$ cat config.mk
export PLATFORM = sky130hd
export DESIGN_NAME = mdio_phy_responder
export DESIGN_NICKNAME = d
export VERILOG_FILES = /design/src/rtl/mdio_phy_responder.sv
export SDC_FILE = /design/constraint.sdc
export NUM_CORES = 1
export LEC_CHECK = 0
export CORE_MARGIN = 10
export CORE_UTILIZATION = 23
export CTS_CLUSTER_DIAMETER = 80
export DETAILED_ROUTE_END_ITERATION = 8
export MAX_ROUTING_LAYER = met4
export PLACE_DENSITY = 0.4
export SYNTH_ARGS = -nofsm -noshare
export SYNTH_HDL_FRONTEND = slang
export SYNTH_SLANG_ARGS = --single-unit
$ cat constraint.sdc
create_clock -name clk_clk -period 5 [get_ports clk_clk]
set_input_delay 0.5 -clock clk_clk [delete_from_list [all_inputs] [get_ports clk_clk]]
set_output_delay 0.5 -clock clk_clk [all_outputs]
set_load 0.02 [all_outputs]
$ cat src/rtl/mdio_phy_responder.sv
// mdio_phy_responder
//   PHY-side Clause 22 MDIO management responder. Decodes management frames
//   on mdc/mdio_in (sampled on MDC rising edges), serves reads from a 32x16
//   register file by driving mdio_out/mdio_oen on MDC falling edges, and
//   commits writes with a one-cycle wr_strobe.
// Ports:
//   clk_clk, reset_reset_n      system clock, synchronous active-low reset
//   mdc, mdio_in, link_up       asynchronous inputs (2-FF synchronized)
//   mdio_out, mdio_oen          MDIO drive data / enable (oen=1 releases bus)
//   ctrl_reg                    register 0 contents
//   wr_strobe, wr_addr, wr_data committed-write pulse and its address/data
module mdio_phy_responder #(
    parameter logic [4:0]  PHY_ADDR     = 5'd0,
    parameter logic [15:0] PHY_ID1      = 16'h0141,
    parameter logic [15:0] PHY_ID2      = 16'h0CC2,
    parameter logic [15:0] CTRL_DEFAULT = 16'h1140,
    parameter logic [15:0] STATUS_BASE  = 16'h7949,
    parameter int          PREAMBLE_MIN = 32
) (
    input  logic        clk_clk,
    input  logic        reset_reset_n,
    input  logic        mdc,
    input  logic        mdio_in,
    output logic        mdio_out,
    output logic        mdio_oen,
    input  logic        link_up,
    output logic [15:0] ctrl_reg,
    output logic        wr_strobe,
    output logic [4:0]  wr_addr,
    output logic [15:0] wr_data
);

    typedef enum logic [2:0] {
        S_IDLE, S_ST1, S_OP, S_PHYAD, S_REGAD, S_TA, S_DATA, S_SKIP
    } state_t;

    localparam logic [5:0] PRE_MIN = 6'(PREAMBLE_MIN);

    logic [2:0]  mdc_q;
    logic [1:0]  mdio_q, link_q;
    logic        rise_q, fall_q;
    state_t      state_q, state_d;
    logic [5:0]  pre_cnt_q;
    logic [4:0]  bit_cnt_q;
    logic        op_q, rd_q;
    logic [4:0]  phyad_q, regad_q;
    logic [15:0] sh_q;
    logic [15:0] rf_q [32];
    logic        mdio_out_q, mdio_oen_q, wr_strobe_q;
    logic [4:0]  wr_addr_q;
    logic [15:0] wr_data_q;
    logic        bit_w;
    logic [15:0] rd_val, wdat;

    assign bit_w = mdio_q[1];
    // Write data is complete only with the D0 bit sampled on this rise.
    assign wdat  = {sh_q[14:0], bit_w};

    // Synchronizers carry no reset; rise/fall events are registered so they
    // appear three cycles after the pin edge.
    always_ff @(posedge clk_clk) begin
        mdc_q  <= {mdc_q[1:0], mdc};
        mdio_q <= {mdio_q[0], mdio_in};
        link_q <= {link_q[0], link_up};
    end

    always_comb begin
        unique case (regad_q)
            5'd1:    rd_val = {STATUS_BASE[15:3], link_q[1], STATUS_BASE[1:0]};
            5'd2:    rd_val = PHY_ID1;
            5'd3:    rd_val = PHY_ID2;
            default: rd_val = rf_q[regad_q];
        endcase
    end

    always_comb begin
        state_d = state_q;
        if (rise_q) begin
            unique case (state_q)
                S_IDLE:  if (!bit_w && pre_cnt_q >= PRE_MIN) state_d = S_ST1;
                S_ST1:   state_d = bit_w ? S_OP : S_IDLE;
                S_OP:    if (bit_cnt_q == 5'd0)
                             state_d = (op_q != bit_w) ? S_PHYAD : S_IDLE;
                S_PHYAD: if (bit_cnt_q == 5'd0) state_d = S_REGAD;
                S_REGAD: if (bit_cnt_q == 5'd0)
                             state_d = (phyad_q == PHY_ADDR) ? S_TA : S_SKIP;
                S_TA:    if (bit_cnt_q == 5'd0) state_d = S_DATA;
                S_DATA:  if (bit_cnt_q == 5'd0) state_d = S_IDLE;
                S_SKIP:  if (bit_cnt_q == 5'd0) state_d = S_IDLE;
                default: state_d = S_IDLE;
            endcase
        end
    end

    always_ff @(posedge clk_clk) begin
        if (!reset_reset_n) begin
            rise_q      <= 1'b0;
            fall_q      <= 1'b0;
            state_q     <= S_IDLE;
            pre_cnt_q   <= '0;
            bit_cnt_q   <= '0;
            op_q        <= 1'b0;
            rd_q        <= 1'b0;
            phyad_q     <= '0;
            regad_q     <= '0;
            sh_q        <= '0;
            mdio_out_q  <= 1'b1;
            mdio_oen_q  <= 1'b1;
            wr_strobe_q <= 1'b0;
            wr_addr_q   <= '0;
            wr_data_q   <= '0;
            for (int i = 0; i < 32; i++) rf_q[i] <= (i == 0) ? CTRL_DEFAULT : '0;
        end else begin
            rise_q      <= mdc_q[1] & ~mdc_q[2];
            fall_q      <= ~mdc_q[1] & mdc_q[2];
            state_q     <= state_d;
            wr_strobe_q <= 1'b0;

            if (rise_q) begin
                // Preamble run length: only ones seen in IDLE accumulate.
                if (state_q == S_IDLE && bit_w)
                    pre_cnt_q <= (pre_cnt_q == 6'd63) ? pre_cnt_q : pre_cnt_q + 6'd1;
                else
                    pre_cnt_q <= '0;

                if (state_d != state_q) begin
                    unique case (state_d)
                        S_OP:    bit_cnt_q <= 5'd1;
                        S_PHYAD: bit_cnt_q <= 5'd4;
                        S_REGAD: bit_cnt_q <= 5'd4;
                        S_TA:    bit_cnt_q <= 5'd1;
                        S_DATA:  bit_cnt_q <= 5'd15;
                        S_SKIP:  bit_cnt_q <= 5'd17;
                        default: bit_cnt_q <= 5'd0;
                    endcase
                end else if (state_q != S_IDLE) begin
                    bit_cnt_q <= bit_cnt_q - 5'd1;
                end

                unique case (state_q)
                    S_OP: begin
                        if (bit_cnt_q == 5'd1) op_q <= bit_w;
                        else                   rd_q <= op_q & ~bit_w;
                    end
                    S_PHYAD: phyad_q <= {phyad_q[3:0], bit_w};
                    S_REGAD: regad_q <= {regad_q[3:0], bit_w};
                    S_TA:    if (bit_cnt_q == 5'd1 && rd_q) sh_q <= rd_val;
                    S_DATA: begin
                        if (!rd_q) begin
                            sh_q <= wdat;
                            if (bit_cnt_q == 5'd0) begin
                                if (regad_q == 5'd0) begin
                                    wr_strobe_q <= 1'b1;
                                    wr_addr_q   <= regad_q;
                                    wr_data_q   <= wdat;
                                    // Bit 15 is a self-clearing soft reset.
                                    if (wdat[15])
                                        for (int i = 0; i < 32; i++)
                                            rf_q[i] <= (i == 0) ? CTRL_DEFAULT : '0;
                                    else
                                        rf_q[0] <= wdat;
                                end else if (regad_q > 5'd3) begin
                                    wr_strobe_q     <= 1'b1;
                                    wr_addr_q       <= regad_q;
                                    wr_data_q       <= wdat;
                                    rf_q[regad_q]   <= wdat;
                                end
                            end
                        end
                    end
                    default: ;
                endcase
            end

            // Drive side: TA2 zero, then D15..D0, release on the fall after D0.
            if (fall_q) begin
                if (rd_q && state_q == S_TA && bit_cnt_q == 5'd0) begin
                    mdio_oen_q <= 1'b0;
                    mdio_out_q <= 1'b0;
                end else if (rd_q && state_q == S_DATA) begin
                    mdio_oen_q <= 1'b0;
                    mdio_out_q <= sh_q[15];
                    sh_q       <= {sh_q[14:0], 1'b0};
                end else begin
                    mdio_oen_q <= 1'b1;
                    mdio_out_q <= 1'b1;
                end
            end
        end
    end

    assign mdio_out  = mdio_out_q;
    assign mdio_oen  = mdio_oen_q;
    assign ctrl_reg  = rf_q[0];
    assign wr_strobe = wr_strobe_q;
    assign wr_addr   = wr_addr_q;
    assign wr_data   = wr_data_q;

endmodule

Word level (Yosys, flattened, before mapping) --
Memory sizes are Yosys's and may differ from the RTL's. A register that Yosys moved wholly into a read port is not among the register bits. Index checks and enable logic that the tools add are counted.
Operators by class: equality and inequality tests 21, reductions and logical operators 26, muxes and demuxes 96, bitwise operators 45, add/sub/neg operators 2, order comparisons 2
Operators by type and width (number):
- 2-to-1 mux 16 bit | 42
- one-hot mux 16 bit (3 select lines) | 1
- 2-to-1 mux 5 bit | 7
- OR 1 bit | 33
- one-hot mux 16 bit (2 select lines) | 1
- 2-to-1 mux 1 bit | 31
- equality test 3 bit, second input constant | 8
- 2-to-1 mux 3 bit | 7
- one-hot mux 3 bit (7 select lines) | 1
- one-hot mux 5 bit (4 select lines) | 1
- OR reduction 16 bit | 1
- zero test 5 bit | 3
- equality test 3 x 2 -> 1 bit, second input constant | 4
- 2-to-1 mux 6 bit | 2
- equality test 5 x 1 -> 1 bit, second input constant | 2
- equality test 5 x 2 -> 1 bit, second input constant | 2
- inverter 1 bit | 9
- AND reduction 2 bit | 4
- adder 6 x 1 -> 6 bit, second input constant | 1
- equality test 6 bit, second input constant | 1
- greater-or-equal comparator 6 bit, second input constant | 1
- logical AND 1 bit | 6
- 2-to-1 mux 2 bit | 3
- AND reduction 3 bit | 2
- 14 further kinds | 19
Word-level totals: memories kept 1, logic and storage cells 211, RAM bits 512, output and inout port bits 40, register bits after elaboration 75, bits of input ports 5
Memory list:
- rf_q | words 32, bits a word 16, read ports 2, clocked after memory_dff 1, wr ports 32, line 48 | logic [15:0] rf_q [32];

Longest topological paths before layout --
depth in word-level cells 11, mapped depth 11

Worst setup path after synthesis --
OpenSTA, ideal clock, no wires.
kind register -> register, start reg bit_cnt_q[0], end mem rf_q[16][0], enable pin, cell stages (with the launch flop) 10, slack 1.493 ns, path buffers 1, arrival time 3.096 ns, period minus slack after synthesis 3.507 ns, data required time 4.589 ns, cells stage by stage dfxtp_1 > inv_1 > ha_1 > nor4b_4 > nand2_4 > nor3_4 > nor3b_4 > nand2_4 > buf_2 > o21ai_0
RTL lines:
- start: declaration | line 44 | logic [4:0] bit_cnt_q;
- start signal: assignment | line 137 | bit_cnt_q <= bit_cnt_q - 5'd1;
- end: declaration | line 48

==> impl_metrics.tcl <==
set metrics [dict create \
    outcome "complete, no violations" \
    p_leak_nw 10.55 \
    drv_slew 0 \
    drt_iter0_markers 1399 \
    ys_seq_area_share_pct 62.86 \
    synth_cell_types 61 \
    clkPwrFrac_pct 46.2 \
    min_period_ps 3726 \
    clk_latency_ps 630 \
    final_common_cell "edfxtp_1" \
    netlist_instances 1940 \
    post-cts-setup-buffers 0 \
    antenna_found_initial 8 \
    initial_core_util_pct 23.21 \
    first_pass_iters 4 \
    cp.arrival_ps 4200 \
    die_h_um 362.7 \
    ir_drop_mv 0.2122 \
    timing.critical_path.max_delay_family "simple AND/OR/NAND/NOR gates" \
    tightestPinTransition_ps 1110 \
    gp_congestion 0.8217 \
    p_sw_share_pct 21.50 \
    ys.warnings.count 0 \
    cp.depth 9 \
    clk_path_buf_depth 3 \
    die_area_um2 131500 \
    cp_slowest_cell "nor2_1" \
    path_class "register to register" \
    pwr-share-seq_pct 51.1 \
    internal_power_mw 8.576 \
    drive_above_1_share_pct 17.53 \
    die_width_um 362.7 \
    cts_hold_buf 0 \
    min_path_type "register to register" \
    cts.htree.levels 3 \
    cts_sinks 592 \
    grt_max_degree 49 \
    grt_first_pass_wirelength_mm 126.3 \
    cp_max_fo 16 \
    wl_per_cell_um 24.69 \
    synth_area_um2 27010 \
    crit_buf_inv 1 \
    whs_ps 321.3 \
    vias 16280 \
    period_share_pct 74.51 \
    clock.fmax_mhz 268.4 \
    grt_pass1_vias 16640 \
    fin_skew_ps 27.26 \
    dpl_worst_slack_ps 1314 \
    rsz0062_at_grt "false" \
    p_switching_mw 2.349 \
    pin_count 45 \
    core_area_um2 116400 \
    synth_edf_count 512 \
    finalSetupTns_ps 0 \
    nets 2001 \
    power-per-cell-area_nw_per_um2 346.1 \
    syn_area_per_cell_um2 13.92 \
    cts_tree "built" \
    combinationalPowerShare_pct 2.7 \
    placementRows 125 \
    io_buffer_count 44 \
    slew_headroom_pct 26.01 \
    r2r_cells 9 \
    crit_required_ps 5470 \
    cts_made_buffers 71 \
    diodes 0 \
    synthArstFlopShare_pct 0 \
    crit_chain "inv_1 > ha_1 > nor4b_4 > nand2_4 > nor3_4 > and3_1 > nand2_1 > nor2_1 > and2_1" \
    whs_path_depth 0 \
    drcViolationCount 0 \
    finalWirelength_mm 88.04 \
    vias_per_cell 4.566 \
    start_kind "register" \
    drv_cap 0 \
    area_growth_pct 16.90 \
    slowest_delay_ps 960 \
    mostFrequentLayoutCells "edfxtp_1 (512), and2_1 (410), mux4_2 (125)" \
    report.final.setup_viol 0 \
    ant_nets 0 \
    cts-resized-gates 0 \
    clockRootBuffer "clkbuf_16" \
    hold_viol_final 0 \
    cp-end-kind "register" \
    post-dp-hpwl_mm 58.51 \
    fin_ws_ps 1274 \
    grt_usage_pct 13.58 \
    synth_seq_cells 592 \
    clk_pin_slew_worst_paths_ps 60 \
    synth_ff_type "edfxtp_1" \
    gr-total-overflow 0 \
]
## cells by family after synthesis
kind of cell | share of synthesized area [%]
and+or+nand+nor | 16.33
xor gates and xnor gates | 0.1621
AOI/OAI and AO/OA | 4.652
DFF | 62.86
buffers and inverters | 3.257
muxes | 12.49
adders and majority gates | 0.2317
other | 0.01389
## metal layers
layer	routed length (µm)	global-route usage, %	part of all wire, %	vias to the layer above
met2	41760	21.33	47	438
met1	40470	18.41	46	8534
met4	1394	3.331	1.6	0
met5	0	-	0	-
li1	-	-	-	7227
met3	4413	1.902	5.0	85
## flip-flops by register name (all words and copies together), names as in the netlist, 5 cells and up, named ones only
name       count
phyad_q        5
pre_cnt_q      6
bit_cnt_q      5
wr_addr        5
rf_q         512
regad_q        5
sh_q          16
wr_data       16
## stage by stage
stage / util, % / total power, mW / cells / cell area [µm²]
floorplan: - / 5.813 / 1988 / 27190
global placement: 25.22 / 5.981 / 3442 / 29350
detailed placement: 25.22 / 5.986 / 3442 / 29350
CTS: 27.13 / 11.07 / 3566 / 31570
global route: 27.13 / 11.29 / 3566 / 31570
finish: 27.13 / 10.93 / 3566 / 31570
## cells in the mapped netlist (5+ instances only)
cell / n / area share, %
a2111oi_0: 6 / 0.19
a211oi_1: 8 / 0.22
a21oi_1: 57 / 1.1
a221oi_1: 16 / 0.52
a22oi_1: 11 / 0.31
a31oi_1: 5 / 0.12
and2_1: 410 / 9.5
and3_1: 6 / 0.14
buf_1: 9 / 0.13
buf_2: 27 / 0.50
buf_4: 17 / 0.47
clkbuf_1: 110 / 1.5
clkbuf_2: 13 / 0.24
dfxtp_1: 80 / 5.9
edfxtp_1: 512 / 57
ha_1: 5 / 0.23
inv_1: 16 / 0.22
mux2_2: 14 / 0.58
mux2i_1: 40 / 1.5
mux4_2: 125 / 10
nand2_1: 102 / 1.4
nand2b_1: 12 / 0.28
nand3_1: 24 / 0.44
nand4_1: 7 / 0.16
nor2_1: 54 / 0.75
nor2_2: 7 / 0.16
nor2_4: 12 / 0.50
nor2b_1: 21 / 0.49
nor3_1: 76 / 1.4
nor4_1: 5 / 0.12
o211ai_1: 5 / 0.14
o21ai_0: 55 / 1.0
o221ai_1: 12 / 0.39
o22ai_1: 8 / 0.19
## layout make-up
| type | instances | area (µm²) |
|---|---|---|
| Multi-Input combinational cell | 1200 | 9412 |
| Clock inverter | 31 | 261.5 |
| Sequential cell | 592 | 16990 |
| Fill cell | 11860 | 84790 |
| Timing Repair Buffer | 110 | 973.4 |
| Inverter | 16 | 60.06 |
| Tap cell | 1524 | 1907 |
| Clock buffer | 93 | 1963 |
## power groups by stage
stage          sequential [mW]  clock [mW]  combinational, mW
2_1_floorplan             5.66           0              0.155
3_3_place_gp              5.69           0              0.295
3_5_place_dp              5.69           0              0.299
4_1_cts                   5.59        5.18              0.300
5_1_grt                   5.60        5.38              0.315
6_report                  5.58        5.05              0.293
## worst paths after layout
path	start	end	slack (ps)
setup / recovery	bit_cnt_q[0]	rf_q[20][5]	1270
hold / removal	mdio_q[0]	mdio_q[1]	320
setup reg to reg	bit_cnt_q[0]	rf_q[20][5]	1270
hold reg to reg	mdio_q[0]	mdio_q[1]	320
(Power assumes the default switching activity.)
